## config.mk

```make
export PLATFORM = sky130hd
export DESIGN_NAME = ps2_tx
export DESIGN_NICKNAME = d
export VERILOG_FILES = /design/src/rtl/ps2_pkg.sv /design/src/rtl/ps2_sync.sv /design/src/rtl/ps2_tx.sv
export SDC_FILE = /design/constraint.sdc
export NUM_CORES = 1
export LEC_CHECK = 0
export ABC_AREA = 1
export BUFFER_PORTS_ARGS = -buffer_cell sky130_fd_sc_hd__buf_4
export CORE_ASPECT_RATIO = 1.25
export CORE_UTILIZATION = 45
export DETAILED_ROUTE_END_ITERATION = 7
export HOLD_SLACK_MARGIN = 0.1
export PLACE_DENSITY = 0.64
export SYNTH_ARGS = -nofsm -noshare
export SYNTH_HDL_FRONTEND = slang
export SYNTH_HIERARCHICAL = 1
export SYNTH_SLANG_ARGS = --single-unit
```

## constraint.sdc

```tcl
create_clock -name clk -period 1.8 [get_ports clk]
set_input_delay 0.36 -clock clk [delete_from_list [all_inputs] [get_ports clk]]
set_output_delay 0.36 -clock clk [all_outputs]
set_load 0.005 [all_outputs]
```

## src/rtl/ps2_pkg.sv

```systemverilog
// Shared PS/2 definitions: transfer states, start-bit hold time and parity helper.
package ps2_pkg;

    typedef enum logic [2:0] {
        IDLE      = 3'd0,
        INHIBIT   = 3'd1,
        START     = 3'd2,
        SEND      = 3'd3,
        ACK       = 3'd4,
        WAIT_IDLE = 3'd5
    } ps2_state_e;

    // Cycles the start bit is driven with the clock still inhibited.
    localparam int START_CYC = 16;

    // PS/2 frames use odd parity: parity bit makes the total count of ones odd.
    function automatic logic odd_parity(input logic [7:0] data);
        return ~^data;
    endfunction

endpackage

```

## src/rtl/ps2_sync.sv

```systemverilog
// Two-flop synchronizer for one PS/2 pin plus falling-edge detect on the synced level.
module ps2_sync (
    input  logic clk,
    input  logic reset,
    input  logic pin_i,
    output logic level_o,
    output logic fall_o
);

    logic meta_q;
    logic sync_q;
    logic prev_q;

    // Synchronizer chain; idles high because both PS/2 lines are pulled up.
    always_ff @(posedge clk) begin
        if (reset) begin
            meta_q <= 1'b1;
            sync_q <= 1'b1;
            prev_q <= 1'b1;
        end else begin
            meta_q <= pin_i;
            sync_q <= meta_q;
            prev_q <= sync_q;
        end
    end

    assign level_o = sync_q;
    assign fall_o  = prev_q & ~sync_q;

endmodule

```

## src/rtl/ps2_tx.sv

```systemverilog
// PS/2 host-to-device byte transmitter. Drives open-drain enables only;
// the pad tristates belong to the enclosing top level.
module ps2_tx
    import ps2_pkg::*;
#(
    parameter int INHIBIT_CYC = 1600,
    parameter int TIMEOUT_CYC = 32000
) (
    input  logic       clk,
    input  logic       reset,
    input  logic [7:0] tx_data,
    input  logic       tx_start,
    input  logic       ps2_clk_i,
    input  logic       ps2_dat_i,
    output logic       ps2_clk_oe,
    output logic       ps2_dat_oe,
    output logic       busy,
    output logic       done,
    output logic       err
);

    localparam logic [15:0] INH_LAST   = 16'(INHIBIT_CYC - 1);
    localparam logic [15:0] START_LAST = 16'(START_CYC - 1);
    localparam logic [15:0] TO_LAST    = 16'(TIMEOUT_CYC - 1);

    logic       clk_level_s, clk_fall_s;
    logic       dat_level_s, dat_fall_s;

    ps2_state_e state_q, state_d;
    logic [15:0] cnt_q, cnt_d;
    logic [3:0]  bit_idx_q, bit_idx_d;
    logic [7:0]  data_q, data_d;
    logic        par_q, par_d;
    logic        clk_oe_q, clk_oe_d;
    logic        dat_oe_q, dat_oe_d;
    logic        busy_q, busy_d;
    logic        done_q, done_d;
    logic        err_q, err_d;

    ps2_sync u_sync_clk (
        .clk     (clk),
        .reset   (reset),
        .pin_i   (ps2_clk_i),
        .level_o (clk_level_s),
        .fall_o  (clk_fall_s)
    );

    ps2_sync u_sync_dat (
        .clk     (clk),
        .reset   (reset),
        .pin_i   (ps2_dat_i),
        .level_o (dat_level_s),
        .fall_o  (dat_fall_s)
    );

    // State and output registers; reset releases both lines immediately.
    always_ff @(posedge clk) begin
        if (reset) begin
            state_q   <= IDLE;
            cnt_q     <= 16'd0;
            bit_idx_q <= 4'd0;
            data_q    <= 8'd0;
            par_q     <= 1'b0;
            clk_oe_q  <= 1'b0;
            dat_oe_q  <= 1'b0;
            busy_q    <= 1'b0;
            done_q    <= 1'b0;
            err_q     <= 1'b0;
        end else begin
            state_q   <= state_d;
            cnt_q     <= cnt_d;
            bit_idx_q <= bit_idx_d;
            data_q    <= data_d;
            par_q     <= par_d;
            clk_oe_q  <= clk_oe_d;
            dat_oe_q  <= dat_oe_d;
            busy_q    <= busy_d;
            done_q    <= done_d;
            err_q     <= err_d;
        end
    end

    // Next-state logic: request, inhibit, start bit, 10 device-clocked bits, ack, bus idle.
    always_comb begin
        state_d   = state_q;
        cnt_d     = cnt_q;
        bit_idx_d = bit_idx_q;
        data_d    = data_q;
        par_d     = par_q;
        clk_oe_d  = clk_oe_q;
        dat_oe_d  = dat_oe_q;
        busy_d    = busy_q;
        done_d    = 1'b0;
        err_d     = err_q;

        case (state_q)
            IDLE: begin
                clk_oe_d = 1'b0;
                dat_oe_d = 1'b0;
                if (tx_start) begin
                    data_d   = tx_data;
                    par_d    = odd_parity(tx_data);
                    err_d    = 1'b0;
                    busy_d   = 1'b1;
                    clk_oe_d = 1'b1;
                    cnt_d    = 16'd0;
                    state_d  = INHIBIT;
                end else begin
                    cnt_d = 16'd0;
                end
            end
            INHIBIT: begin
                if (cnt_q == INH_LAST) begin
                    cnt_d    = 16'd0;
                    dat_oe_d = 1'b1;
                    state_d  = START;
                end else begin
                    cnt_d = cnt_q + 16'd1;
                end
            end
            START: begin
                if (cnt_q == START_LAST) begin
                    cnt_d     = 16'd0;
                    clk_oe_d  = 1'b0;
                    bit_idx_d = 4'd0;
                    state_d   = SEND;
                end else begin
                    cnt_d = cnt_q + 16'd1;
                end
            end
            SEND: begin
                if (clk_fall_s) begin
                    cnt_d     = 16'd0;
                    bit_idx_d = bit_idx_q + 4'd1;
                    if (bit_idx_q < 4'd8) begin
                        dat_oe_d = ~data_q[bit_idx_q[2:0]];
                    end else if (bit_idx_q == 4'd8) begin
                        dat_oe_d = ~par_q;
                    end else begin
                        dat_oe_d = 1'b0;
                        state_d  = ACK;
                    end
                end else if (cnt_q == TO_LAST) begin
                    clk_oe_d = 1'b0;
                    dat_oe_d = 1'b0;
                    err_d    = 1'b1;
                    done_d   = 1'b1;
                    busy_d   = 1'b0;
                    cnt_d    = 16'd0;
                    state_d  = IDLE;
                end else begin
                    cnt_d = cnt_q + 16'd1;
                end
            end
            ACK: begin
                if (clk_fall_s) begin
                    err_d   = dat_level_s;
                    cnt_d   = 16'd0;
                    state_d = WAIT_IDLE;
                end else if (cnt_q == TO_LAST) begin
                    clk_oe_d = 1'b0;
                    dat_oe_d = 1'b0;
                    err_d    = 1'b1;
                    done_d   = 1'b1;
                    busy_d   = 1'b0;
                    cnt_d    = 16'd0;
                    state_d  = IDLE;
                end else begin
                    cnt_d = cnt_q + 16'd1;
                end
            end
            WAIT_IDLE: begin
                if (clk_level_s && dat_level_s) begin
                    done_d  = 1'b1;
                    busy_d  = 1'b0;
                    cnt_d   = 16'd0;
                    state_d = IDLE;
                end else if (clk_fall_s) begin
                    cnt_d = 16'd0;
                end else if (cnt_q == TO_LAST) begin
                    clk_oe_d = 1'b0;
                    dat_oe_d = 1'b0;
                    err_d    = 1'b1;
                    done_d   = 1'b1;
                    busy_d   = 1'b0;
                    cnt_d    = 16'd0;
                    state_d  = IDLE;
                end else begin
                    cnt_d = cnt_q + 16'd1;
                end
            end
            default: begin
                clk_oe_d = 1'b0;
                dat_oe_d = 1'b0;
                busy_d   = 1'b0;
                cnt_d    = 16'd0;
                state_d  = IDLE;
            end
        endcase
    end

    assign ps2_clk_oe = clk_oe_q;
    assign ps2_dat_oe = dat_oe_q;
    assign busy       = busy_q;
    assign done       = done_q;
    assign err        = err_q;

endmodule

```

### Yosys cells after proc, flatten, opt, wreduce, memory -nomap -nowiden

Index checks and enable logic that the tools add are counted.

* $add $sub $neg: 2
* order comparisons: 2
* equality and inequality tests: 17
* multiplexer cells: 51
* bitwise logic cells: 7
* reduce and logical (&&, ||, !) cells: 14

Operators by type and width (count)
* $mux W16: 5
* $pmux W16 S4: 1
* $mux W3: 10
* $mux W1: 25
* $pmux W3 S6: 1
* $add A16 B1 Y16 const B: 1
* $eq A16 B11 Y1 const B: 1
* $eq A16 B15 Y1 const B: 1
* $eq A16 B4 Y1 const B: 1
* $reduce_and A3 Y1: 4
* $ne A2 B2 Y1 const B: 5
* $pmux W1 S5: 2
* $ne A3 B3 Y1 const B: 3
* $mux W4: 2
* $pmux W1 S4: 2
* $pmux W4 S2: 1
* $reduce_xnor A8 Y1: 1
* $eq A3 B2 Y1 const B: 2
* $eq A3 B3 Y1 const B: 2
* $not A1 Y1: 6
* $reduce_and A6 Y1: 1
* $add A4 B1 Y4 const B: 1
* $eq A4 B4 Y1 const B: 1
* $lt A3 B4 Y1 const B: 1
* 11 further kinds: 13

* register bits after elaboration: 42
* input bits: 13
* output and inout bits: 5
* logic and storage cells: 108

### Logic depth before layout (Yosys ltp)

Gate-level depths: netlist of run 1.

* depth after elaboration: 6
* mapped depth: 11
* mapped depth without buffers: 11

### By module

Netlist of run 1, hierarchy kept.

By module, submodules not included
* ps2_tx: times used 1, cells an instance 326, area each 2155.8 µm²
* ps2_sync: times used 2, cells an instance 12, area each 93.8 µm²

### Least setup slack after synthesis of run 1

No wires, ideal clock.

* path kind: reg2reg
* start: register bit_idx_q[0]
* end: register state_q[0]
* arrival time: 1.529 ns
* setup slack: 0.201 ns
* stages on the path, launching flop included: 11
* clock period less this slack: 1.599 ns
* path through: dfxtp_1 clkbuf_1 inv_1 ha_1 a21oi_1 nor2_1 nor2_1 inv_1 nor2_1 nand2_1 a21oi_1

* word-level cells in the longest chain between the ends: 3
* elaborated cells between the ends (all ways): 5
* classes of those cells: order compare: 1; eq/ne: 3; reduce/logical: 1

RTL lines
* start, declared: RTL line ps2_tx.sv:31 `logic [3:0] bit_idx_q, bit_idx_d;`
* start signal, assigned: RTL line ps2_tx.sv:72 `bit_idx_q <= bit_idx_d;`
* $lt A4 B4 Y1 or $eq A4 B4 Y1 (tied branches): RTL line ps2_tx.sv:135, ps2_tx.sv:137
* $ne A3 B3 Y1 (no source line)
* $reduce_and A6 Y1 (no source line) *
* end signal, assigned: RTL line ps2_tx.sv:70 `state_q <= state_d;`
* end, declared: RTL line ps2_tx.sv:29 `ps2_state_e state_q, state_d;`

Every way passes the cells marked *; elsewhere a longest branch is shown, timed or not.
A chain may end at the register's enable or synchronous reset.

### Worst setup path in the final report of run 1

* start: register cnt_q[0]
* end: register state_q[2]

* word-level cells in the longest chain between the ends: 5
* elaborated cells between the ends (all ways): 12
* classes of those cells: eq/ne: 5; mux: 6; reduce/logical: 1

RTL lines
* start, declared: RTL line ps2_tx.sv:30 `logic [15:0] cnt_q, cnt_d;`
* start signal, assigned: RTL line ps2_tx.sv:71 `cnt_q <= cnt_d;`
* $eq A16 B15 Y1: RTL line ps2_tx.sv:143, ps2_tx.sv:160, ps2_tx.sv:180
* $mux W3 (3 in series)
* $pmux W3 S6

Several ways; a longest one is shown, not always the timed one. The select of a mux whose other input is x is not followed.

==> impl_metrics.tcl, run 1 <==
set metrics [dict create \
    status "complete, no violations" \
    clkPwrFrac 0.215 \
    fillers 489 \
    gr-usage-met1 0.2359 \
    dieHeight_um 82.08 \
    grt_antenna_before_repair 0 \
    gp_congestion 0.9213 \
    busiest_layer "met2" \
    wirelength_um 4827 \
    grtUsageMet2 0.3490 \
    p_int_mw 1.827 \
    power.density_nw_per_um2 1082 \
    final_common_cell "nand2_1" \
    place_area_um2 2560 \
    drive_above_1_share 0.1390 \
    ir_drop_mv 0.5584 \
    nNetsFinal 389 \
    postCtsHoldBufs 0 \
    initial_core_util 0.4775 \
    dp_cells 426 \
    synth.avg_cell_area_um2 6.691 \
    numPortBuffers 17 \
    ios 18 \
    root_buffer "clkbuf_8" \
    regArea_um2 840.8 \
    p_total_mw 2.876 \
    rsz0062_at_grt "false" \
    worst_pin_slew_ps 385.5 \
    worstHoldPathCells 3 \
    worstHoldPathType "in2reg" \
    post-place-ws_ps 85.54 \
    max-slew-margin-rel 0.7427 \
    crit_required_ps 1990 \
    worst_r2r_path_depth 9 \
    clk_pin_slew_ps 80 \
    multi_input_area_um2 1229 \
    grt_pass1_vias 1919 \
    slew_viol_final 0 \
    worstSetupEndpointType "register" \
    wire_per_inst_um 11.12 \
    clock-sinks 42 \
    final.period_utilization 0.8977 \
    grt_use_total 0.2002 \
    grt_max_degree 16 \
    sequentialPowerShare 0.408 \
    post-dp-hpwl_um 3822 \
    route.detailed.drc 0 \
    grt_use_met3 0.04722 \
    finalCriticalPeriod_ps 1616 \
    max-cap-violations 0 \
    stdcell_count 434 \
    hold_ws_ps 246.2 \
    critPathKind "reg2reg" \
    final_antenna_net_count 0 \
    grt_pass1_wl_um 8231 \
    setup_viol 0 \
    fin_ws_ps 184.2 \
    via_count 2089 \
    p_leak_nw 1.255 \
    drtIter0Drc 130 \
    syn_nets 361 \
    syn_inst 345 \
    worstPathArrival_ps 1800 \
    area_growth_pct 15.12 \
    post-cts-setup-buffers 0 \
    cp_max_fo 6 \
    p_sw_mw 1.048 \
    final.setup.tns_ps 0 \
    post_cts_resize_count 0 \
    core-area_um2 4835 \
    syn_area_um2 2308 \
    dieArea_um2 5422 \
    finalHoldViolations 0 \
    antennaDiodeCount 0 \
    final_core_util 0.5497 \
    drtPass1Iterations 4 \
    clk_path_buf_depth 2 \
    final_cell_mix "68 x nand2_1, 58 x inv_1, 52 x nor2_1" \
    die_width_um 66.06 \
    design_area_um2 2658 \
    p_sw_frac 0.3645 \
    p_comb_frac 0.377 \
    cts_tree "yes" \
    via_per_inst 4.813 \
    fmax_ghz 0.6189 \
    cts_buffers 5 \
    ys_warn_count 6 \
    htree_levels 2 \
    clk_latency_ps 290 \
    gr-total-overflow 0 \
    finClkSkew_ps 5.840 \
    fp-row-count 28 \
    start_kind "register" \
]
worst max-delay path, cell delays in order (launching register included):
cell     delay (ps)
dfxtp_1         360
ha_2            240
nand3_4         100
nor2_4          180
nand3_1         120
buf_4           160
a21oi_1         140
nor2_1           70
nor2_1           90
nor2_1           40
metal layers:
metal / wire, um / vias to the layer above
met5: 0 / -
met4: 63 / 0
met3: 119 / 6
met2: 2340 / 28
met1: 2304 / 927
li1: - / 1128
final timing paths:
check / start / to / slack, ps
min: ps2_clk_i / u_sync_clk/meta_q$_SDFF_PP1_ / 250
max: cnt_q[0]$_SDFF_PP0_ / state_q[2]$_SDFFE_PP0P_ / 180
min reg2reg: u_sync_clk/meta_q$_SDFF_PP1_ / u_sync_clk/level_o$_SDFF_PP1_ / 410
max reg2reg: cnt_q[0]$_SDFF_PP0_ / state_q[2]$_SDFFE_PP0P_ / 180
power by group through the flow:
| stage | Clock (mW) | Sequential (mW) | Combinational, mW |
|---|---|---|---|
| floorplan | 0 | 1.18 | 0.746 |
| global placement | 0 | 1.19 | 1.08 |
| detailed placement | 0 | 1.20 | 1.09 |
| CTS | 0.648 | 1.17 | 1.09 |
| global route | 0.691 | 1.19 | 1.24 |
| finish | 0.618 | 1.17 | 1.09 |
state kept, by name, summed over array words and instances, names as in the netlist:
signal              count
u_sync_dat/level_o      1
u_sync_clk/level_o      1
state_q                 3
busy                    1
cnt_q                  16
bit_idx_q               4
u_sync_dat/meta_q       1
ps2_clk_oe              1
err                     1
data_q                  8
u_sync_clk/prev_q       1
par_q                   1
done                    1
ps2_dat_oe              1
u_sync_clk/meta_q       1
final cells by class:
type / count / share of cell area
multi-input combinational: 240 / 0.4623
sequential: 42 / 0.3164
inverter: 59 / 0.08333
timing repair buffer: 25 / 0.07533
clock buffer: 7 / 0.03249
tap: 60 / 0.02825
clock inverter: 1 / 0.001883
Power figures use the tool's default switching activity.
==> run 2: changes to the inputs <==
- ABC_AREA: 1 -> 0
==> run 2 against run 1 <==
Net effect:
- the flow now finishes with violations (negative setup slack)
- worst setup slack got worse by 610 ps
- clock-buffer cell count decreased by 1
- clock skew increased by 6.7 ps
- cell area up 9.9%
- first-iteration DRC count decreased by 34%
- combinational power down 37%
- clock power increased by 23%
- via count fell by 3.8%
- worst hold slack got worse by 2.0 ps
- core utilization grew 10 points
- sequential power fell by 11%
==> impl_metrics.tcl, run 2 <==
set metrics [dict create \
    clock-sinks 42 \
    drive_above_1_share 0.3075 \
    grt_antenna_before_repair 0 \
    worstHoldPathType "in2reg" \
    crit_required_ps 2030 \
    violations "negative setup slack" \
    power.density_nw_per_um2 851.5 \
    grt_max_degree 16 \
    clk_latency_ps 300 \
    final_antenna_net_count 0 \
    rsz0062_at_grt "true" \
    gp_congestion 0.8294 \
    max-cap-violations 0 \
    finClkSkew_ps 12.55 \
    core-area_um2 4493 \
    syn_nets 276 \
    cts_tree "yes" \
    die_width_um 63.75 \
    wire_per_inst_um 13.71 \
    via_count 2010 \
    largest-register "cnt_q" \
    sequentialPowerShare 0.418 \
    ir_drop_mv 0.6786 \
    grt_pass1_vias 1935 \
    max-slew-margin-rel 0.6948 \
    worstSetupEndpointType "register" \
    largest_reg_flops 16 \
    ios 18 \
    clk_pin_slew_ps 80 \
    grt_pass1_wl_um 8659 \
    final.period_utilization 1.238 \
    via_per_inst 5.289 \
    p_leak_nw 1.165 \
    wirelength_um 5211 \
    cp_max_fo 2 \
    antennaDiodeCount 0 \
    status "finished with violations" \
    final_common_cell "buf_4" \
    slew_viol_final 0 \
    ys_warn_count 6 \
    p_comb_frac 0.277 \
    finalHoldViolations 0 \
    dieHeight_um 79.18 \
    fp-row-count 27 \
    post-dp-hpwl_um 3736 \
    final_cell_mix "63 x buf_4, 40 x dfxtp_1, 31 x nor2_1" \
    dp_cells 366 \
    htree_levels 2 \
    route.detailed.drc 0 \
    critPathKind "reg2reg" \
    postCtsHoldBufs 0 \
    stdcell_count 380 \
    nNetsFinal 338 \
    worstPathArrival_ps 2460 \
    cts_buffers 5 \
    syn_area_um2 2145 \
    drtPass1Iterations 4 \
    syn_inst 260 \
    min_from "ps2_clk_i" \
    synth.avg_cell_area_um2 8.248 \
    crit_start "cnt_q[9]$_SDFF_PP0_" \
    worst_pin_slew_ps 455.0 \
    fin_ws_ps -429.1 \
    p_int_mw 1.782 \
    area_growth_pct 36.17 \
    initial_core_util 0.4773 \
    clkPwrFrac 0.305 \
    clk_path_buf_depth 2 \
    drtIter0Drc 86 \
    root_buffer "clkbuf_8" \
    setup_viol 28 \
    numPortBuffers 17 \
    grt_use_total 0.2213 \
    start_kind "register" \
    r2r-start "cnt_q[9]$_SDFF_PP0_" \
    top_regs "cnt_q (16), data_q (8), bit_idx_q (4)" \
    p_sw_uw 704.8 \
    gr-total-overflow 0 \
    p_sw_frac 0.2835 \
    finalCriticalPeriod_ps 2229 \
    dieArea_um2 5047 \
    fmax_ghz 0.4486 \
    p_total_mw 2.487 \
]
run 2: worst max-delay path, stage by stage (launching register included):
cell and delay (ps):
dfxtp_2 330, or4_4 530, o41a_1 450, a2111o_1 310, or4_1 430, o21ai_1 130
run 2: layout make-up:
class                      count  area [um^2]
tap                           58        72.57
fill                         406         1573
clock buffer                   6        82.58
timing repair buffer          68        529.3
multi-input combinational    200         1344
clock inverter                 1        30.03
sequential                    42        843.3
inverter                       5        18.77
run 2: power by group through the flow:
stage,clock network (mW),registers [mW],logic (mW)
finish,0.758,1.04,0.689
CTS,0.779,1.04,0.653
global placement,0,1.06,0.600
global route,0.814,1.05,0.759
floorplan,0,1.05,0.393
detailed placement,0,1.06,0.604
run 2: final timing paths:
path | endpoint | slack [ps] | cells past startpoint
max | state_q[1]$_SDFFE_PP0P_ | -430 | 5
min | u_sync_clk/meta_q$_SDFF_PP1_ | 240 | 2
max reg2reg | state_q[1]$_SDFFE_PP0P_ | -430 | 5
min reg2reg | u_sync_clk/level_o$_SDFF_PP1_ | 420 | 1
run 2: repair_timing:
item                       CTS  global route
resized for setup           11            15
setup buffers                1             5
gates cloned                 1             0
hold endpoints to repair     0             0
pin swaps                    5             8
setup endpoints to repair   28            28
run 2: routing by layer:
metal | vias to the layer above | share of wire | global-route usage
met5 | - | 0 | 0
met4 | 0 | 0.015 | 0.08864
met3 | 7 | 0.023 | 0.03017
met2 | 27 | 0.49 | 0.3851
met1 | 930 | 0.47 | 0.2718
li1 | 1046 | - | -
run 2: stage by stage:
stage / cell area (um^2) / setup WS, ps / util / setup TNS, ps / hold slack [ps]
after detailed placement: 2644 / -405.3 / 0.5884 / -6770 / 400.4
after global placement: 2644 / -364.0 / 0.5884 / -6295 / 392.6
after floorplan: 2173 / -385.6 / - / -5545 / 385.4
after global routing: 2920 / -473.2 / 0.6500 / -8733 / 247.5
final: 2920 / -429.1 / 0.6500 / -7588 / 244.2
after CTS: 2826 / -394.2 / 0.6291 / -5872 / 238.2
==> run 3: changes to the inputs <==
- RECOVER_POWER: not set -> 50
==> run 3 against run 2 <==
Net effect:
- the flow still finishes with violations (negative setup slack)
- maximum frequency decreased by 0.31%
- worst hold slack lost 1.9 ps
- clock skew barely moved
- cell area fell by 0.26%
- largest cell class unchanged
- global-route usage unchanged
==> impl_metrics.tcl, run 3 (synthesized netlist as in run 2, its figures left out) <==
set metrics [dict create \
    status "finished with violations" \
    violations "negative setup slack" \
    route.detailed.drc 0 \
    cpPeakStageDelay_ps 530 \
    drtIter0Drc 80 \
    gr-total-overflow 0 \
    critPathKind "reg2reg" \
    clk_pin_slew_ps 80 \
    dieHeight_um 79.18 \
    p_sw_frac 0.2843 \
    ir_drop_mv 0.6768 \
    post-dp-hpwl_um 3736 \
    setup_viol 28 \
    cp_max_fo 2 \
    top_regs "cnt_q (16), data_q (8), bit_idx_q (4)" \
    timing.rr.end "state_q[1]$_SDFFE_PP0P_" \
    via_count 2033 \
    antennaDiodeCount 0 \
    start_kind "register" \
    worstHoldPathCells 2 \
    grt_max_degree 16 \
    grt_pass1_vias 1935 \
    rsz0062_at_grt "true" \
    final_antenna_net_count 0 \
    finalCriticalPeriod_ps 2236 \
    min_from "ps2_clk_i" \
    fp-row-count 27 \
    cts_tree "yes" \
    ios 18 \
    fmax_ghz 0.4472 \
    crit_chain "or4_4 > o41a_1 > a2111o_1 > or4_1 > o21ai_1" \
    clk_path_buf_depth 2 \
    p_int_mw 1.779 \
    grt_pass1_wl_um 8659 \
    slew_viol_final 0 \
    p_leak_nw 1.155 \
    cpLargestDelayFamily "simple AND/OR/NAND/NOR gates" \
    clk_latency_ps 300 \
    via_per_inst 5.350 \
    max-slew-margin-rel 0.5688 \
    fin_ws_ps -436.0 \
    area_growth_pct 35.82 \
    final_common_cell "buf_4" \
    sequentialPowerShare 0.418 \
    power.density_nw_per_um2 853.3 \
    r2r_slack_ps -440 \
    wire_per_inst_um 13.67 \
    min_to "u_sync_clk/meta_q$_SDFF_PP1_" \
    max-cap-violations 0 \
    worst_r2r_path_depth 5 \
    worst_pin_slew_ps 646.9 \
    clkPwrFrac 0.306 \
    design_area_um2 2913 \
    die_width_um 63.75 \
    grt_antenna_before_repair 0 \
    largest_reg_flops 16 \
    worstHoldPathType "in2reg" \
    crit_start "cnt_q[9]$_SDFF_PP0_" \
    p_comb_frac 0.275 \
    worstPathArrival_ps 2470 \
    clock-sinks 42 \
    htree_levels 2 \
    finalHoldViolations 0 \
    worstSetupEndpointType "register" \
    drtPass1Iterations 4 \
    final_cell_mix "57 x buf_4, 40 x dfxtp_1, 31 x nor2_1" \
    drive_above_1_share 0.3012 \
    crit_required_ps 2040 \
    grt_use_total 0.2213 \
    dieArea_um2 5047 \
    root_buffer "clkbuf_8" \
    p_sw_uw 706.7 \
    cts_buffers 5 \
    r2r-start "cnt_q[9]$_SDFF_PP0_" \
    place_area_um2 2644 \
    gp_congestion 0.8294 \
    finClkSkew_ps 12.37 \
    final.period_utilization 1.242 \
    core-area_um2 4493 \
    initial_core_util 0.4773 \
    largest-register "cnt_q" \
    numPortBuffers 17 \
    wirelength_um 5196 \
    slowest_stage "or4_4" \
    p_total_mw 2.486 \
    final.setup.tns_ps -7898 \
    nNetsFinal 338 \
    critPathBufInv 0 \
]
==> run 3: worst max path at each step <==
stage                                    to  slack, ps  depth (start not counted)
finish              state_q[1]$_SDFFE_PP0P_       -440                          5
global route        state_q[1]$_SDFFE_PP0P_       -470                          5
CTS                 state_q[1]$_SDFFE_PP0P_       -390                          5
detailed placement  state_q[1]$_SDFFE_PP0P_       -410                          5
global placement    state_q[1]$_SDFFE_PP0P_       -360                          5
floorplan           state_q[1]$_SDFFE_PP0P_       -390                          5
==> run 3: layer usage <==
metal	share of wire	global-route usage	wire [um]	up-vias
met4	0.016	0.08864	85	0
met2	0.49	0.3851	2550	46
li1	-	-	-	1048
met1	0.46	0.2718	2384	931
met3	0.034	0.03017	175	8
met5	0	0	0	-
==> run 3: area by class of cell <==
cell class | count | area [um^2]
clock buffers | 6 | 82.58
clock inverters | 1 | 30.03
fillers | 409 | 1580
inverters | 5 | 18.77
multi-input cells | 200 | 1344
flip-flops and latches | 42 | 843.3
well taps | 58 | 72.57
repair buffers | 68 | 521.8
==> run 3: worst reg2reg max path: stages (launching register included) <==
cell	delay, ps
dfxtp_2	330
or4_4	530
o41a_1	450
a2111o_1	310
or4_1	430
o21ai_1	130
==> run 3: power by group through the flow <==
stage          registers [mW]  logic (mW)  clock network, mW
6_report                 1.04       0.684              0.762
5_1_grt                  1.05       0.757              0.814
4_1_cts                  1.04       0.653              0.779
3_5_place_dp             1.06       0.604                  0
3_3_place_gp             1.06       0.600                  0
2_1_floorplan            1.05       0.393                  0
==> run 3: what timing repair did <==
action / in CTS / in global routing
cloned: 1 / 0
gates resized for setup: 11 / 15
pin swaps: 5 / 8
hold buffers: 0 / 0
setup buffers: 1 / 5
setup endpoints to repair: 28 / 28
==> run 3: metrics by stage <==
stage / utilization / hold WS [ps] / std cells / setup slack (ps)
2_1_floorplan: - / 385.4 / 260 / -385.6
3_3_place_gp: 0.5884 / 392.6 / 366 / -364.0
3_5_place_dp: 0.5884 / 400.4 / 366 / -405.3
4_1_cts: 0.6291 / 238.2 / 375 / -394.2
5_1_grt: 0.6483 / 247.5 / 380 / -473.2
6_report: 0.6483 / 242.3 / 380 / -436.0
